<file path="config.mk">
export PLATFORM = sky130hd
export DESIGN_NAME = ifm_s2mm_arb
export DESIGN_NICKNAME = d
export VERILOG_FILES = /design/src/rtl/ifm_s2mm_arb.sv
export SDC_FILE = /design/constraint.sdc
export NUM_CORES = 1
export LEC_CHECK = 0
export ABC_AREA = 1
export CORE_AREA = 3 3 159 161
export CTS_CLUSTER_DIAMETER = 50
export DETAILED_ROUTE_END_ITERATION = 8
export DIE_AREA = 0 0 162 164
export GPL_TIMING_DRIVEN = 0
export PLACE_DENSITY_LB_ADDON = 0.25
export REMOVE_ABC_BUFFERS = 1
export SETUP_SLACK_MARGIN = 0.2
export SLEW_MARGIN = 20
export SYNTH_ARGS = -nofsm -noshare
export SYNTH_HDL_FRONTEND = slang
export SYNTH_SLANG_ARGS = --single-unit
</file>
<file path="constraint.sdc">
create_clock -name s2mm_clk -period 1.48 [get_ports s2mm_clk]
set_input_delay 0.296 -clock s2mm_clk [delete_from_list [all_inputs] [get_ports s2mm_clk]]
set_output_delay 0.296 -clock s2mm_clk [all_outputs]
set_load 0.01 [all_outputs]
</file>
<file path="src/rtl/ifm_s2mm_arb.sv">
// Frame-granular two-way round-robin arbiter merging two IFM status/data stream
// pairs onto one S2MM DMA. A whole frame (status, then data) from the granted
// port is forwarded before the other port may be switched in. A stalled data
// phase is closed with an empty tlast beat after C_TIMEOUT idle source cycles.
// Build option: define IFM_ARB_STATS_EN to implement the per-port frame counters;
// otherwise frm_cnt0/frm_cnt1 read as zero and no counter registers exist.
module ifm_s2mm_arb #(
  parameter int unsigned C_TIMEOUT = 1024
) (
  input  logic        s2mm_clk,
  input  logic        s2mm_resetn,
  input  logic [31:0] rxs0_tdata,
  input  logic [3:0]  rxs0_tkeep,
  input  logic        rxs0_tlast,
  input  logic        rxs0_tvalid,
  output logic        rxs0_tready,
  input  logic [31:0] rxs1_tdata,
  input  logic [3:0]  rxs1_tkeep,
  input  logic        rxs1_tlast,
  input  logic        rxs1_tvalid,
  output logic        rxs1_tready,
  input  logic [63:0] rxd0_tdata,
  input  logic [7:0]  rxd0_tkeep,
  input  logic        rxd0_tlast,
  input  logic        rxd0_tvalid,
  output logic        rxd0_tready,
  input  logic [63:0] rxd1_tdata,
  input  logic [7:0]  rxd1_tkeep,
  input  logic        rxd1_tlast,
  input  logic        rxd1_tvalid,
  output logic        rxd1_tready,
  output logic [31:0] rxs_tdata,
  output logic [3:0]  rxs_tkeep,
  output logic        rxs_tlast,
  output logic        rxs_tvalid,
  input  logic        rxs_tready,
  output logic [63:0] rxd_tdata,
  output logic [7:0]  rxd_tkeep,
  output logic        rxd_tlast,
  output logic        rxd_tvalid,
  input  logic        rxd_tready,
  output logic [3:0]  arb_fsm_dbg,
  output logic [31:0] frm_cnt0,
  output logic [31:0] frm_cnt1
);

  typedef enum logic [1:0] {
    StIdle  = 2'd0,
    StSts   = 2'd1,
    StDat   = 2'd2,
    StFlush = 2'd3
  } state_e;

  state_e      state_q, state_d;
  logic        grant_q, grant_d;
  logic        last_grant_q, last_grant_d;
  logic        trunc_q, trunc_d;
  logic [31:0] tmo_cnt_q, tmo_cnt_d;

  // Granted-port views of the source streams
  logic [31:0] gs_tdata;
  logic [3:0]  gs_tkeep;
  logic        gs_tlast, gs_tvalid;
  logic [63:0] gd_tdata;
  logic [7:0]  gd_tkeep;
  logic        gd_tlast, gd_tvalid;

  assign gs_tdata  = grant_q ? rxs1_tdata  : rxs0_tdata;
  assign gs_tkeep  = grant_q ? rxs1_tkeep  : rxs0_tkeep;
  assign gs_tlast  = grant_q ? rxs1_tlast  : rxs0_tlast;
  assign gs_tvalid = grant_q ? rxs1_tvalid : rxs0_tvalid;
  assign gd_tdata  = grant_q ? rxd1_tdata  : rxd0_tdata;
  assign gd_tkeep  = grant_q ? rxd1_tkeep  : rxd0_tkeep;
  assign gd_tlast  = grant_q ? rxd1_tlast  : rxd0_tlast;
  assign gd_tvalid = grant_q ? rxd1_tvalid : rxd0_tvalid;

  // Output steering: zero-latency pass-through of the granted port per phase
  always_comb begin
    rxs_tdata   = '0;
    rxs_tkeep   = '0;
    rxs_tlast   = 1'b0;
    rxs_tvalid  = 1'b0;
    rxd_tdata   = '0;
    rxd_tkeep   = '0;
    rxd_tlast   = 1'b0;
    rxd_tvalid  = 1'b0;
    rxs0_tready = 1'b0;
    rxs1_tready = 1'b0;
    rxd0_tready = 1'b0;
    rxd1_tready = 1'b0;
    case (state_q)
      StSts: begin
        rxs_tvalid = gs_tvalid;
        if (gs_tvalid) begin
          rxs_tdata = gs_tdata;
          rxs_tkeep = gs_tkeep;
          rxs_tlast = gs_tlast;
        end
        rxs0_tready = ~grant_q & rxs_tready;
        rxs1_tready = grant_q & rxs_tready;
      end
      StDat: begin
        rxd_tvalid = gd_tvalid;
        if (gd_tvalid) begin
          rxd_tdata = gd_tdata;
          rxd_tkeep = gd_tkeep;
          rxd_tlast = gd_tlast;
        end
        rxd0_tready = ~grant_q & rxd_tready;
        rxd1_tready = grant_q & rxd_tready;
      end
      StFlush: begin
        // Synthetic empty closing beat; sources are not consumed
        rxd_tvalid = 1'b1;
        rxd_tlast  = 1'b1;
      end
      default: ;
    endcase
  end

  // Next-state: arbitration, phase sequencing and data-phase stall timeout
  always_comb begin
    state_d      = state_q;
    grant_d      = grant_q;
    last_grant_d = last_grant_q;
    trunc_d      = trunc_q;
    tmo_cnt_d    = tmo_cnt_q;
    case (state_q)
      StIdle: begin
        if (rxs0_tvalid | rxs1_tvalid) begin
          grant_d = (rxs0_tvalid & rxs1_tvalid) ? ~last_grant_q : rxs1_tvalid;
          state_d = StSts;
        end
      end
      StSts: begin
        if (rxs_tvalid & rxs_tready & rxs_tlast) begin
          state_d   = StDat;
          tmo_cnt_d = '0;
        end
      end
      StDat: begin
        if (rxd_tvalid & rxd_tready & rxd_tlast) begin
          state_d      = StIdle;
          last_grant_d = grant_q;
        end else if (C_TIMEOUT != 0) begin
          if (gd_tvalid) begin
            tmo_cnt_d = '0;
          end else begin
            tmo_cnt_d = tmo_cnt_q + 32'd1;
            if (tmo_cnt_q == 32'(C_TIMEOUT - 1)) state_d = StFlush;
          end
        end
      end
      StFlush: begin
        if (rxd_tready) begin
          state_d      = StIdle;
          trunc_d      = 1'b1;
          last_grant_d = grant_q;
        end
      end
      default: state_d = StIdle;
    endcase
  end

  // State registers; reset abandons any frame in flight
  always_ff @(posedge s2mm_clk or negedge s2mm_resetn) begin
    if (!s2mm_resetn) begin
      state_q      <= StIdle;
      grant_q      <= 1'b0;
      last_grant_q <= 1'b1;
      trunc_q      <= 1'b0;
      tmo_cnt_q    <= '0;
    end else begin
      state_q      <= state_d;
      grant_q      <= grant_d;
      last_grant_q <= last_grant_d;
      trunc_q      <= trunc_d;
      tmo_cnt_q    <= tmo_cnt_d;
    end
  end

  assign arb_fsm_dbg = {trunc_q, grant_q, state_q};

`ifdef IFM_ARB_STATS_EN
  logic        frm_done;
  logic [31:0] frm_cnt0_q, frm_cnt1_q;

  // Flush-terminated frames are not counted
  assign frm_done = (state_q == StDat) & rxd_tvalid & rxd_tready & rxd_tlast;

  // Per-port completed-frame counters, wrapping
  always_ff @(posedge s2mm_clk or negedge s2mm_resetn) begin
    if (!s2mm_resetn) begin
      frm_cnt0_q <= '0;
      frm_cnt1_q <= '0;
    end else if (frm_done) begin
      if (grant_q) frm_cnt1_q <= frm_cnt1_q + 32'd1;
      else         frm_cnt0_q <= frm_cnt0_q + 32'd1;
    end
  end

  assign frm_cnt0 = frm_cnt0_q;
  assign frm_cnt1 = frm_cnt1_q;
`else
  assign frm_cnt0 = '0;
  assign frm_cnt1 = '0;
`endif

endmodule

</file>
### After elaboration in Yosys (flattened, before gate mapping)

Index checks and enable logic that the tools add are counted.

* bits in read-only memories: 0
* bits in registers: 37
* input port bits: 228
* output and inout port bits: 184
* bits in latches: 0
* memories kept: 0
* memory bits (writable): 0

* divide/modulo/power cells: 0
* muxes and demuxes: 41
* multiply operators: 0
* $add $sub $neg: 1
* bitwise logic cells: 12
* reductions and logical operators: 8
* shift-type cells: 0
* $lt $le $gt $ge: 0
* equality and inequality tests: 11

Operators by type and width (count)
* two-way mux 32 bit: 6
* two-way mux 64 bit: 3
* case mux 32 bit (2 select lines): 1
* adder 32 x 1 -> 32 bit, second input constant: 1
* == test 32 x 10 -> 1 bit, second input constant: 1
* two-way mux 8 bit: 3
* two-way mux 1 bit: 15
* two-way mux 2 bit: 6
* two-way mux 4 bit: 3
* != test 2 bit, second input constant: 5
* bitwise AND 1 bit: 9
* case mux 2 bit (4 select lines): 1
* != test 3 bit, second input constant: 2
* case mux 1 bit (2 select lines): 3
* AND reduction 3 bit: 2
* AND reduction 5 bit: 1
* == test 2 bit, second input constant: 2
* AND reduction 2 bit: 2
* nonzero test 2 bit: 2
* == test 2 x 1 -> 1 bit, second input constant: 1
* zero test 2 bit: 1
* NOT 1 bit: 2
* bitwise OR 1 bit: 1

### Logic depth before layout (Yosys ltp)

* depth in word-level cells: 6
* mapped depth: 12
* depth with buffers taken out: 11

### Worst setup path before layout

Ideal clock, no wire load.

* path kind: register to output
* from: reg state_q[0]
* to: out rxs_tdata[22]
* stages on the path, launching flop included: 6
* path slack: -0.158 ns
* arrival: 1.342 ns
* cell sequence: dfrtp_1 inv_2 nor2_2 nand2_1 clkbuf_1 a21oi_1

* word-level cells in the longest chain between the ends: 2

RTL lines
* start: declaration: RTL line 54 `state_e state_q, state_d;`
* start signal: assignment: RTL line 168 `state_q <= StIdle;`
* start signal: assignment: RTL line 174 `state_q <= state_d;`
* == test 2 x 1 -> 1 bit: RTL line 91 `case (state_q)`
* two-way mux 32 bit: RTL line 91
* end: declaration: RTL line 32 `output logic [31:0] rxs_tdata,`

No other way between the ends.

### Final worst setup path

* from: reg grant_q
* to: out rxd_tvalid

* word-level cells in the longest chain between the ends: 2

RTL lines
* start: declaration: RTL line 55 `logic grant_q, grant_d;`
* start signal: assignment: RTL line 175 `grant_q <= grant_d;`
* two-way mux 1 bit: RTL line 75 `assign gd_tvalid = grant_q ? rxd1_tvalid : rxd0_tvalid;`
* case mux 1 bit (2 select lines): RTL line 91
* end: declaration: RTL line 40 `output logic rxd_tvalid,`

No other way between the ends.

==> impl_results.md <==
* Post-synth EDFFs at 0
* Placed cells at approximately 1,500
* Design area at just under 10,000 sq um
* Post-DP Area at 8280 sq um
* Die ar. at 26,600 sq um
* Global-route wire length before repair at 44,400 microns
* Clock-pin slew on the worst setup and hold paths at ~60 ps
* MaxCap Viol Count at 0
* Final Hold Vio Count at 0
* Ratio of cells with drive above 1 in the final layout at 31.3%
* Cells after synthesis at 867
* Antenna diode instance count at 0
* Most frequent cells in the layout: nand2_1 (358), clkdlybuf4s50_1 (226), a21oi_2 (86)
* Hold WS at 489 ps
* Deepest clock path buffer count at 2
* Vias per inst at 4.47
* Seq cells post-synth at 37
* Power, Total at 13,100 uW
* Clk sink count at 37
* FMAX at ~460 MHz
* GPL Wtd Cong at 0.891
* Clock Latency Late Sink at 290 ps
* Most common cell after layout, fill and taps aside: nand2_1
* FILL cells at 2,557
* Largest net degree at the start of global routing at 37
* Pwr/cell area at around 1300 nW/um^2
* CTS buffer count at 5
* YS warnings at 0
* Die X at 162 microns
* Number of I/O port buffers at roughly 350
* Startpoint types: flip-flop
* Final layout net count at 1,479
* Vias in the first global route at between 6,000 and 7,000
* Register area share after synthesis at 19.5%
* Via count at 7,036
* Violated checks: setup timing
* Grt total ovfl at 0
* Fin. max-slew vios at 0
* Initial Util at roughly a fifth
* RSZ-0062 raised after global routing: true
* Synth Cell Area at 4750 sq um
* Routed Antenna Nets at 0
* Die Height at 164 microns
* Final setup viols at ~150
* Crit path time final at roughly 2200 ps
* Core ar. at 24,100 sq um
* Crit. End Element: primary output
* Final Worst Setup Slack at -715 ps
* Post-synth ARST share at 100%
* Layout area overhead at 109%
* Status: finished, violations left
* Initial antenna violation count at 1
* Post-DR wirelength/cell at around 21 microns
* Post-Route WL at 32,600 microns
* Worst hold path class: in -> async
* Required @ worst endpoint at approximately 1200 ps
* Main synth FF type: dfrtp_1
* CTS tree: done
* FP Rows at 57
* Total Routing Usage GR at 22.4%
* Final Core Density at approximately 41%
* Post-DP HPWL at 21,000 microns
* Ports at 412
* Non-Filler Instances at about 1,600
* CP Max Fanout at 16
* Lkg Pwr at 0.00432 uW
* Avg Inst Size Synth at 5.48 sq um
* Tcrit/Tclk final at 148%
* Clk_skew at between 5 and 6 ps
* DRC violations left at 0
* H-tree depth at 2
* Crit path kind: reg -> out
* Initial DRC count at just over 400
* Clk root buf: clkbuf_16
* DRT Pass-1 Iters at 5
* CP Data Arrival Time at 1900 ps
* Peak VDD IR at approximately 0.00064 V
* Netlist cell types at 29
## where the power goes
group | leakage [uW] | switching (uW) | internal (uW) | total, uW
combinational | 0.00376 | 6300 | 4500 | 10800
clock | 0.0000696 | 453 | 618 | 1070
sequential | 0.000498 | 96.4 | 1120 | 1210
## layer usage
metal	track usage, %	wire (microns)	share of wire (%)	up-vias
met4	5.20	745	2.3	2
li1	-	-	-	3396
met1	27.2	13200	40	3384
met2	41.0	16800	52	225
met3	4.36	1830	5.6	29
met5	0	13	0.040	-
## repair_timing
item	in CTS	in global routing
buffers inserted	37	11
hold buffers	1	0
gates cloned	21	2
endpoints found under the setup margin	156	155
hold endpoints to repair	17	0
pin swaps	10	7
resized for setup	696	97
## final timing paths
check | slack [ps] | cells past startpoint | end | start
hold reg to reg | 490 | 1 | trunc_q | trunc_q
setup reg to reg | -620 | 11 | tmo_cnt_q[30] | grant_q
max in group asynchronous | 450 | 3 | last_grant_q | s2mm_resetn
min in group s2mm_clk | 490 | 1 | trunc_q | trunc_q
setup / recovery | -720 | 7 | rxd_tvalid | grant_q
hold / removal | 490 | 2 | tmo_cnt_q[5] | s2mm_resetn
## area by class of cell
class / instances / area, sq um / area share [%]
Clock buffer: 5 / 125 / 1.26
Timing Repair inverter: 9 / 135 / 1.36
Sequential cell: 37 / 933 / 9.39
Clock inverter: 3 / 17.5 / 0.176
Timing Repair Buffer: 412 / 4150 / 41.8
Inverter: 43 / 198 / 1.99
Multi-Input combinational cell: 742 / 3980 / 40.0
Tap cell: 324 / 405 / 4.08
## metrics by stage
step	setup slack [ps]	setup TNS [ps]
floorplan	-3050	-396480
global placement	-6360	-860710
detailed placement	-2190	-235770
CTS	-702	-89110
global route	-754	-101220
finish	-715	-92640
## state kept, by name (all words and copies together), names as in the netlist
name,cells
grant_q,1
last_grant_q,1
state_q,2
tmo_cnt_q,32
trunc_q,1
## worst max-delay path: stages (launching register included)
cell and delay, ps:
dfrtp_4 500, buf_6 140, nand2_1 180, nand2_8 90
nand2_8 170, buf_16 220, nand2_2 80, clkdlybuf4s15_2 230
## synthesized netlist by cell type (all sizes together), types with 3 or more instances
| cell type | instances | share of area [%] |
|---|---|---|
| nand2 | 387 | 31 |
| a21oi | 109 | 11 |
| buf | 83 | 13 |
| nor2 | 68 | 5.7 |
| nand3 | 59 | 6.5 |
| inv | 43 | 3.5 |
| dfrtp | 36 | 19 |
| o21ai | 33 | 4.9 |
| clkbuf | 27 | 2.1 |
| or2 | 9 | 1.2 |
| nor3 | 4 | 0.42 |
| xor2 | 3 | 0.55 |
## kinds of logic after synthesis
logic type	share of synthesized area, %
and+or+nand+nor	44.9
buffers and inverters	18.2
AOI/OAI and AO/OA	16.5
DFF	19.5
xor gates and xnor gates	0.553
adders and majority gates	0.263
other	0.0790
Note: power is estimated with default switching activity, not from simulation.
